[src/rtl/sprite_pkg.sv]
// Shared state encoding and sizing helper for the sprite bitmap loader.
package sprite_pkg;

    typedef enum logic [1:0] {
        S_IDLE,
        S_LOAD,
        S_FILL,
        S_DONE
    } loader_state_t;

    function automatic int pix_per_byte(input int dw);
        return 8 / dw;
    endfunction

endpackage

[src/rtl/sprite_pixel_unpacker.sv]
// One-byte buffer that hands out packed pixels one per 'take', LSB pixel first.
module sprite_pixel_unpacker
    import sprite_pkg::*;
#(
    parameter int DATA_WIDTH = 2
) (
    input  logic                  clk,
    input  logic                  rst_n,
    input  logic                  enable,
    input  logic                  accept,
    input  logic [7:0]            s_data,
    input  logic                  s_valid,
    output logic                  s_ready,
    input  logic                  take,
    output logic [DATA_WIDTH-1:0] pixel,
    output logic                  pixel_valid
);

    localparam int PPB   = pix_per_byte(DATA_WIDTH);
    localparam int IDX_W = (PPB > 1) ? $clog2(PPB) : 1;
    localparam logic [IDX_W-1:0] LAST_IDX = IDX_W'(PPB - 1);

    logic [7:0]       byte_q;
    logic [IDX_W-1:0] idx_q;
    logic             full_q;
    logic             last_slice;

    assign last_slice  = (idx_q == LAST_IDX);
    // Refill while the last slice leaves so consecutive bytes stream without a bubble.
    assign s_ready     = enable && accept && (!full_q || (take && last_slice));
    assign pixel_valid = full_q;
    assign pixel       = byte_q[DATA_WIDTH*idx_q +: DATA_WIDTH];

    always_ff @(posedge clk or negedge rst_n) begin
        if (!rst_n) begin
            byte_q <= '0;
            idx_q  <= '0;
            full_q <= 1'b0;
        end else if (!enable) begin
            idx_q  <= '0;
            full_q <= 1'b0;
        end else if (s_valid && s_ready) begin
            byte_q <= s_data;
            idx_q  <= '0;
            full_q <= 1'b1;
        end else if (take) begin
            if (last_slice) begin
                full_q <= 1'b0;
            end else begin
                idx_q <= idx_q + IDX_W'(1);
            end
        end
    end

endmodule

[src/rtl/sprite_bitmap_loader.sv]
// Write-side sprite RAM client: unpacks a byte stream into pixels or floods one colour.
module sprite_bitmap_loader
    import sprite_pkg::*;
#(
    parameter int ADDR_WIDTH = 10,
    parameter int DATA_WIDTH = 2
) (
    input  logic                  clk,
    input  logic                  rst_n,
    input  logic                  start_load,
    input  logic                  start_fill,
    input  logic [DATA_WIDTH-1:0] fill_color,
    input  logic [7:0]            s_data,
    input  logic                  s_valid,
    output logic                  s_ready,
    output logic                  we,
    output logic [ADDR_WIDTH-1:0] addr_w,
    output logic [DATA_WIDTH-1:0] din,
    output logic                  busy,
    output logic                  done
);

    localparam int PPB    = pix_per_byte(DATA_WIDTH);
    localparam int NPIX   = 2 ** ADDR_WIDTH;
    localparam int NBYTES = (NPIX + PPB - 1) / PPB;
    localparam int CW     = ADDR_WIDTH + 1;
    localparam logic [CW-1:0] LAST_PIX   = CW'(NPIX - 1);
    localparam logic [CW-1:0] BYTE_TOTAL = CW'(NBYTES);

    generate
        if (8 % DATA_WIDTH != 0) begin : g_bad_data_width
            $error("sprite_bitmap_loader: DATA_WIDTH must divide 8");
        end
    endgenerate

    loader_state_t         state_q, state_d;
    logic [CW-1:0]         pix_cnt_q;
    logic [CW-1:0]         byte_cnt_q;
    logic [DATA_WIDTH-1:0] fill_q;
    logic [DATA_WIDTH-1:0] pixel;
    logic                  pixel_valid;
    logic                  take;
    logic                  accept;
    logic                  wr_now;
    logic [DATA_WIDTH-1:0] wr_pix;
    logic                  cnt_clear;
    logic                  latch_fill;
    logic                  handshake;

    assign handshake = s_valid && s_ready;
    assign busy      = (state_q == S_LOAD) || (state_q == S_FILL);

    sprite_pixel_unpacker #(
        .DATA_WIDTH (DATA_WIDTH)
    ) u_unpacker (
        .clk         (clk),
        .rst_n       (rst_n),
        .enable      (state_q == S_LOAD),
        .accept      (accept),
        .s_data      (s_data),
        .s_valid     (s_valid),
        .s_ready     (s_ready),
        .take        (take),
        .pixel       (pixel),
        .pixel_valid (pixel_valid)
    );

    always_ff @(posedge clk or negedge rst_n) begin
        if (!rst_n) begin
            state_q <= S_IDLE;
        end else begin
            state_q <= state_d;
        end
    end

    // Termination watches the pixel count, so excess pixels of a final partial byte are dropped.
    always_comb begin
        state_d    = state_q;
        take       = 1'b0;
        accept     = 1'b0;
        wr_now     = 1'b0;
        wr_pix     = '0;
        cnt_clear  = 1'b0;
        latch_fill = 1'b0;
        case (state_q)
            S_IDLE: begin
                if (start_fill) begin
                    state_d    = S_FILL;
                    cnt_clear  = 1'b1;
                    latch_fill = 1'b1;
                end else if (start_load) begin
                    state_d   = S_LOAD;
                    cnt_clear = 1'b1;
                end
            end
            S_LOAD: begin
                accept = (byte_cnt_q != BYTE_TOTAL);
                if (pixel_valid) begin
                    take   = 1'b1;
                    wr_now = 1'b1;
                    wr_pix = pixel;
                    if (pix_cnt_q == LAST_PIX) begin
                        state_d = S_DONE;
                    end
                end
            end
            S_FILL: begin
                wr_now = 1'b1;
                wr_pix = fill_q;
                if (pix_cnt_q == LAST_PIX) begin
                    state_d = S_DONE;
                end
            end
            S_DONE: begin
                state_d = S_IDLE;
            end
            default: begin
                state_d = S_IDLE;
            end
        endcase
    end

    always_ff @(posedge clk or negedge rst_n) begin
        if (!rst_n) begin
            we         <= 1'b0;
            addr_w     <= '0;
            din        <= '0;
            done       <= 1'b0;
            pix_cnt_q  <= '0;
            byte_cnt_q <= '0;
            fill_q     <= '0;
        end else begin
            we   <= wr_now;
            done <= (state_q == S_DONE);
            if (wr_now) begin
                addr_w <= pix_cnt_q[ADDR_WIDTH-1:0];
                din    <= wr_pix;
            end
            if (cnt_clear) begin
                pix_cnt_q  <= '0;
                byte_cnt_q <= '0;
            end else begin
                if (wr_now) begin
                    pix_cnt_q <= pix_cnt_q + CW'(1);
                end
                if (handshake) begin
                    byte_cnt_q <= byte_cnt_q + CW'(1);
                end
            end
            if (latch_fill) begin
                fill_q <= fill_color;
            end
        end
    end

endmodule

[config.mk]
export PLATFORM = sky130hd
export DESIGN_NAME = sprite_bitmap_loader
export DESIGN_NICKNAME = d
export VERILOG_FILES = /design/src/rtl/sprite_pkg.sv /design/src/rtl/sprite_pixel_unpacker.sv /design/src/rtl/sprite_bitmap_loader.sv
export SDC_FILE = /design/constraint.sdc
export NUM_CORES = 1
export LEC_CHECK = 0
export ABC_AREA = 0
export BUFFER_PORTS_ARGS = -buffer_cell sky130_fd_sc_hd__buf_4
export CORE_ASPECT_RATIO = 0.8
export CORE_MARGIN = 2
export CORE_UTILIZATION = 61
export CTS_CLUSTER_DIAMETER = 100
export DETAILED_ROUTE_END_ITERATION = 12
export PLACE_DENSITY = 0.9
export SLEW_MARGIN = 0
export SYNTH_ARGS = -nofsm -noshare
export SYNTH_HDL_FRONTEND = slang
export SYNTH_SLANG_ARGS = --single-unit
[constraint.sdc]
create_clock -name clk -period 4.15 [get_ports clk]
set_input_delay 0.415 -clock clk [delete_from_list [all_inputs] [get_ports clk]]
set_output_delay 0.415 -clock clk [all_outputs]
set_load 0.02 [all_outputs]
# ---- Word level (Yosys, flattened, before mapping)
# Cells that the tools add are included.
# Widths: inputs -> output; s select.
dict set report totals {
  reg_bits 51
  in_bits 15
  wordCells 68
}
dict set report op_classes {
  add_sub_neg 3
  eq_ne 11
  shifts 1
  muxes 28
  reduce_logical 14
}
# operator n
set ops {}
lappend ops {{$mux 11} 4}
lappend ops {{$add 11x1->11 const B} 2}
lappend ops {{$mux 2} 9}
lappend ops {{$mux 1} 12}
lappend ops {{$ne 3x3->1 const B} 4}
lappend ops {{$eq 11x10->1 const B} 1}
lappend ops {{$ne 11x9->1 const B} 1}
lappend ops {{$pmux 2 s4} 1}
lappend ops {{$reduce_and 2->1} 4}
lappend ops {{$shiftx 8x4->2} 1}
lappend ops {{$eq 2x2->1 const B} 3}
lappend ops {{$logic_and 1x1->1} 4}
lappend ops {{$pmux 2 s2} 1}
lappend ops {{$reduce_bool 2->1} 2}
lappend ops {{$add 2x1->2 const B} 1}
lappend ops {{$eq 2x1->1 const B} 1}
lappend ops {{$logic_not 2->1} 1}
lappend ops {{$logic_or 1x1->1} 2}
lappend ops {{$ne 2x2->1 const B} 1}
lappend ops {{$pmux 1 s2} 1}
lappend ops {{$logic_not 1->1} 1}

# ---- Longest topological paths before layout
dict set report logic_depth {
  word_depth 8
  mapped_depth 8
  depth_no_buf 7
}

# ---- Cells and area by module
# Synthesis repeated with hierarchy kept, for this count alone.
dict set report unflattened {
  cells_unflattened 211
  area_unflattened_um2 2404.8
}
# module instances cells_per_inst area_each_um2 seq_area_each_um2
set by_module_without_submodules {}
lappend by_module_without_submodules {sprite_bitmap_loader 1 178 1890.6 1001.0}
lappend by_module_without_submodules {sprite_pixel_unpacker 1 33 514.2 275.3}

# ---- Worst setup path after synthesis
# Ideal clock, no wire load.
dict set report synth_timing {
  path_type {reg-to-reg}
  startpoint {register state_q[0]}
  endpoint {register addr_w[0]}
  setup_time_ps 125
  arrival_time_ps 1888
  setup_slack_ps 2137
  path_stages_with_launch 7
  period_less_slack_ps 2013
  path_cell_list {dfrtp_1 > inv_1 > ha_1 > clkbuf_1 > nand2_1 > clkbuf_1 > mux2_2}
}
dict set report synth_between {
  elab_chain_cells 2
  elab_cells_between_ends 3
  cone_classes {eq/ne: 2; mux: 1}
}
# item line
set synth_rtl {}
lappend synth_rtl {{from (decl)} sprite_bitmap_loader.sv:36} ;# loader_state_t state_q, state_d;
lappend synth_rtl {{from (signal assigned)} sprite_bitmap_loader.sv:72} ;# state_q <= state_d;
lappend synth_rtl {{$eq 2x2->1 or $eq 2x1->1 (tied branches)} sprite_bitmap_loader.sv:85} ;# case (state_q)
lappend synth_rtl {{$pmux 1 s2 (*)} sprite_bitmap_loader.sv:85}
lappend synth_rtl {{to (signal assigned)} sprite_bitmap_loader.sv:136} ;# addr_w <= pix_cnt_q[ADDR_WIDTH-1:0];
lappend synth_rtl {{to (decl)} sprite_bitmap_loader.sv:17} ;# output logic [ADDR_WIDTH-1:0] addr_w,
# Every way passes the cells marked *; elsewhere a longest branch is shown, timed or not.
# A chain may end at the register's enable or synchronous reset.

# ---- Final worst setup path
dict set report layout_timing {
  startpoint {register byte_cnt_q[0]}
  endpoint {output port s_ready}
}
dict set report layout_between {
  elab_chain_cells 4
}
# item line
set layout_rtl {}
lappend layout_rtl {{from (decl)} sprite_bitmap_loader.sv:38} ;# logic [CW-1:0] byte_cnt_q;
lappend layout_rtl {{from (signal assigned)} sprite_bitmap_loader.sv:147} ;# byte_cnt_q <= byte_cnt_q + CW'(1);
lappend layout_rtl {{$ne 11x9->1} sprite_bitmap_loader.sv:97} ;# accept = (byte_cnt_q != BYTE_TOTAL);
lappend layout_rtl {{$mux 1} sprite_bitmap_loader.sv:85}
lappend layout_rtl {{$logic_and 1x1->1 (2 in series)} sprite_pixel_unpacker.sv:30} ;# assign s_ready = enable && accept && (!full_q || (take && last_slice));
lappend layout_rtl {{to (decl)} sprite_bitmap_loader.sv:15} ;# output logic s_ready,
# No other way between the ends.

==> results.sh <==
export IMPL_die_h_um=60.41
export IMPL_grt_pass1_wl_um=7914
export IMPL_drt_iter0_drc=87
export IMPL_avgRoutedWirePerCell_um=15.47
export IMPL_hold_viol_final=0
export IMPL_relSlewSlack_pct=56.43
export IMPL_status="completed"
export IMPL_totalWireLength_um=4702
export IMPL_hold_buffers=0
export IMPL_grt_antenna_before_repair=0
export IMPL_ff2ff_path_depth=6
export IMPL_drtPass1Iterations=4
export IMPL_critPathArrivalTime_ps=1900
export IMPL_final_period_utilization_pct=55.79
export IMPL_finalSetupViolations=0
export IMPL_grt_setup_unrepaired="false"
export IMPL_power_density_nw_per_um2=595.0
export IMPL_p_int_w=0.001049
export IMPL_clockRootBuffer="clkbuf_8"
export IMPL_clockBufferDepth=2
export IMPL_cts_htree_levels=2
export IMPL_ant_nets=0
export IMPL_drive_above_1_share_pct=26.51
export IMPL_clkLatencyLatePin_ps=300
export IMPL_layout_nets=272
export IMPL_synth_ff_latch_count=51
export IMPL_io_pins=31
export IMPL_hp_class="in -> async"
export IMPL_seq_area_frac_synth_pct=52.60
export IMPL_crit_path_end_kind="output pin"
export IMPL_core_rowCount=20
export IMPL_nFillCells=276
export IMPL_final_cell_mix="51 x dfrtp_1, 31 x buf_4, 23 x nand2_1, 19 x mux2_2, 12 x o21ai_0"
export IMPL_grt_max_degree=52
export IMPL_synthArstFlopShare_pct=100.0
export IMPL_synth_edff_count=0
export IMPL_dieWidth_um=74.51
export IMPL_r2r_slack_ps=1940
export IMPL_ctsResizeCount=0
export IMPL_antennaDiodeCount=0
export IMPL_path_class="reg -> out"
export IMPL_start_util_pct=63.78
export IMPL_core_um2=3804
export IMPL_overflow=0
export IMPL_cp_start_kind="register"
export IMPL_synthCells=217
export IMPL_finClkSkew_ps=8.423
export IMPL_hpwl_um=3279
export IMPL_power_w=0.001660
export IMPL_syn_nets=240
export IMPL_slew_violations=0
export IMPL_fmax_mhz=431.9
export IMPL_cts_buffers=5
export IMPL_post_cts_setup_buffers=0
export IMPL_route_vias_total=1762
export IMPL_port_buffer_count=30
export IMPL_power_share_sequential_pct=42.8
export IMPL_worst_path_max_fanout=4
export IMPL_vdd_drop_max_uv=465.6
export IMPL_cts_tree="done"
export IMPL_syn_cell_area_um2=2426
export IMPL_combPwrFrac_pct=40.1
export IMPL_cellLeakagePower_nw=1.315
export IMPL_drv_cap=0
export IMPL_post_route_min_period_ps=2315
export IMPL_syn_avg_cell_area_um2=11.18
export IMPL_yosys_area_top_type="dfrtp_1"
export IMPL_cp_required_ps=3730
export IMPL_clk_pin_slew_worst_paths_ps=90
export IMPL_final_common_cell="dfrtp_1"
export IMPL_switching_power_w=0.0006117
export IMPL_place_congestion=0.8337
export IMPL_r2r_end="u_unpacker.byte_q[4]"
export IMPL_dieArea_um2=4501
export IMPL_holdWs_ps=116.6
export IMPL_grt_pass1_vias=1706
export IMPL_switching_share_pct=36.84
export IMPL_synth_main_ff_cell="dfrtp_1"
export IMPL_cts_sinks=51
export IMPL_viasPerCell=5.796
export IMPL_synthTopCellsByArea="dfrtp_1 53%, mux2_2 8.8%, ha_1 4.1%"
export IMPL_max_slew_worst_pin_slew_ps=646.8
export IMPL_ys_types=38
export IMPL_power_frac_clock_pct=17.1
export IMPL_ys_warnings_count=0
export IMPL_drc_errors=0
export IMPL_r2r_start="byte_cnt_q[0]"
export IMPL_yosys_area_top_type_share_pct=52.60
export IMPL_track_usage_pct=23.70
export IMPL_final_setup_tns_ps=0
export IMPL_area_growth_pct=15.01
==> flip-flops by register name (all words and copies together) (netlist names), 2 cells and up <==
signal,cells
addr_w,10
byte_cnt_q,11
din,2
fill_q,2
pix_cnt_q,11
state_q,2
u_unpacker.byte_q,8
u_unpacker.idx_q,2
==> critical path: stages (launching register included) <==
cell      delay, ps
dfrtp_1         420
inv_1           100
ha_1            140
nor4b_1         350
nand4b_1        220
and3_1          220
buf_4           150
==> final cells by class <==
class / count / area [um^2] / share of cell area (%)
inverter: 9 / 33.78 / 1.211
sequential: 51 / 1276 / 45.74
timing repair buffer: 31 / 232.7 / 8.341
multi-input combinational: 151 / 1091 / 39.10
tap: 55 / 68.82 / 2.466
clock inverter: 1 / 5.005 / 0.1794
clock buffer: 6 / 82.58 / 2.960
==> cells by family (layout without fill, tap and decap cells) <==
kind of cell | Yosys count | in the layout | share of synthesized area (%)
AO/OA/AOI/OAI | 31 | 31 | 7.685
AND/OR/NAND/NOR | 77 | 77 | 17.12
multiplexers | 25 | 25 | 12.43
flip-flops | 51 | 51 | 52.60
XOR/XNOR | 10 | 10 | 3.610
adder cells (fa/ha/maj) | 8 | 8 | 4.126
buffers and inverters | 15 | 47 | 2.424
==> worst max path at each step <==
stage / startpoint / to / cells past startpoint
global placement: state_q[1] / pix_cnt_q[0] / 7
global route: byte_cnt_q[0] / s_ready / 6
detailed placement: state_q[1] / byte_cnt_q[10] / 6
CTS: byte_cnt_q[0] / s_ready / 6
floorplan: state_q[0] / addr_w[0] / 6
finish: byte_cnt_q[0] / s_ready / 6
==> metrics by stage <==
stage | util (%) | area (um^2) | cells | setup slack [ps]
3_3_place_gp | 71.05 | 2703 | 297 | 2117
4_1_cts | 73.36 | 2790 | 304 | 1865
6_report | 73.36 | 2790 | 304 | 1835
5_1_grt | 73.36 | 2790 | 304 | 1719
3_5_place_dp | 71.05 | 2703 | 297 | 2013
2_1_floorplan | - | 2426 | 217 | 2137
==> Yosys cell counts, drive strengths merged, types with 3 or more instances <==
cell    instances
xor2            5
nand2          23
inv             9
nand4           6
xnor2           5
a22o            3
nor4            3
a21oi          11
o21ai          12
nand3           8
or3            10
nor2           11
dfrtp          51
clkbuf          4
and3            4
mux2           21
ha              8
==> power by group through the flow <==
stage          logic, W  registers [W]  clock network, W
6_report       0.000666       0.000710          0.000284
5_1_grt        0.000732       0.000723          0.000311
4_1_cts        0.000672       0.000708          0.000287
3_5_place_dp   0.000664       0.000717                 0
3_3_place_gp   0.000636       0.000706                 0
2_1_floorplan  0.000430       0.000734                 0
==> routing by layer <==
layer | GRT usage (%) | wire, um
met5 | 0 | 0
met2 | 37.04 | 2256
met4 | 9.694 | 122
met3 | 4.817 | 189
met1 | 33.07 | 2133
No activity file was read; power rests on OpenSTA's default activity.
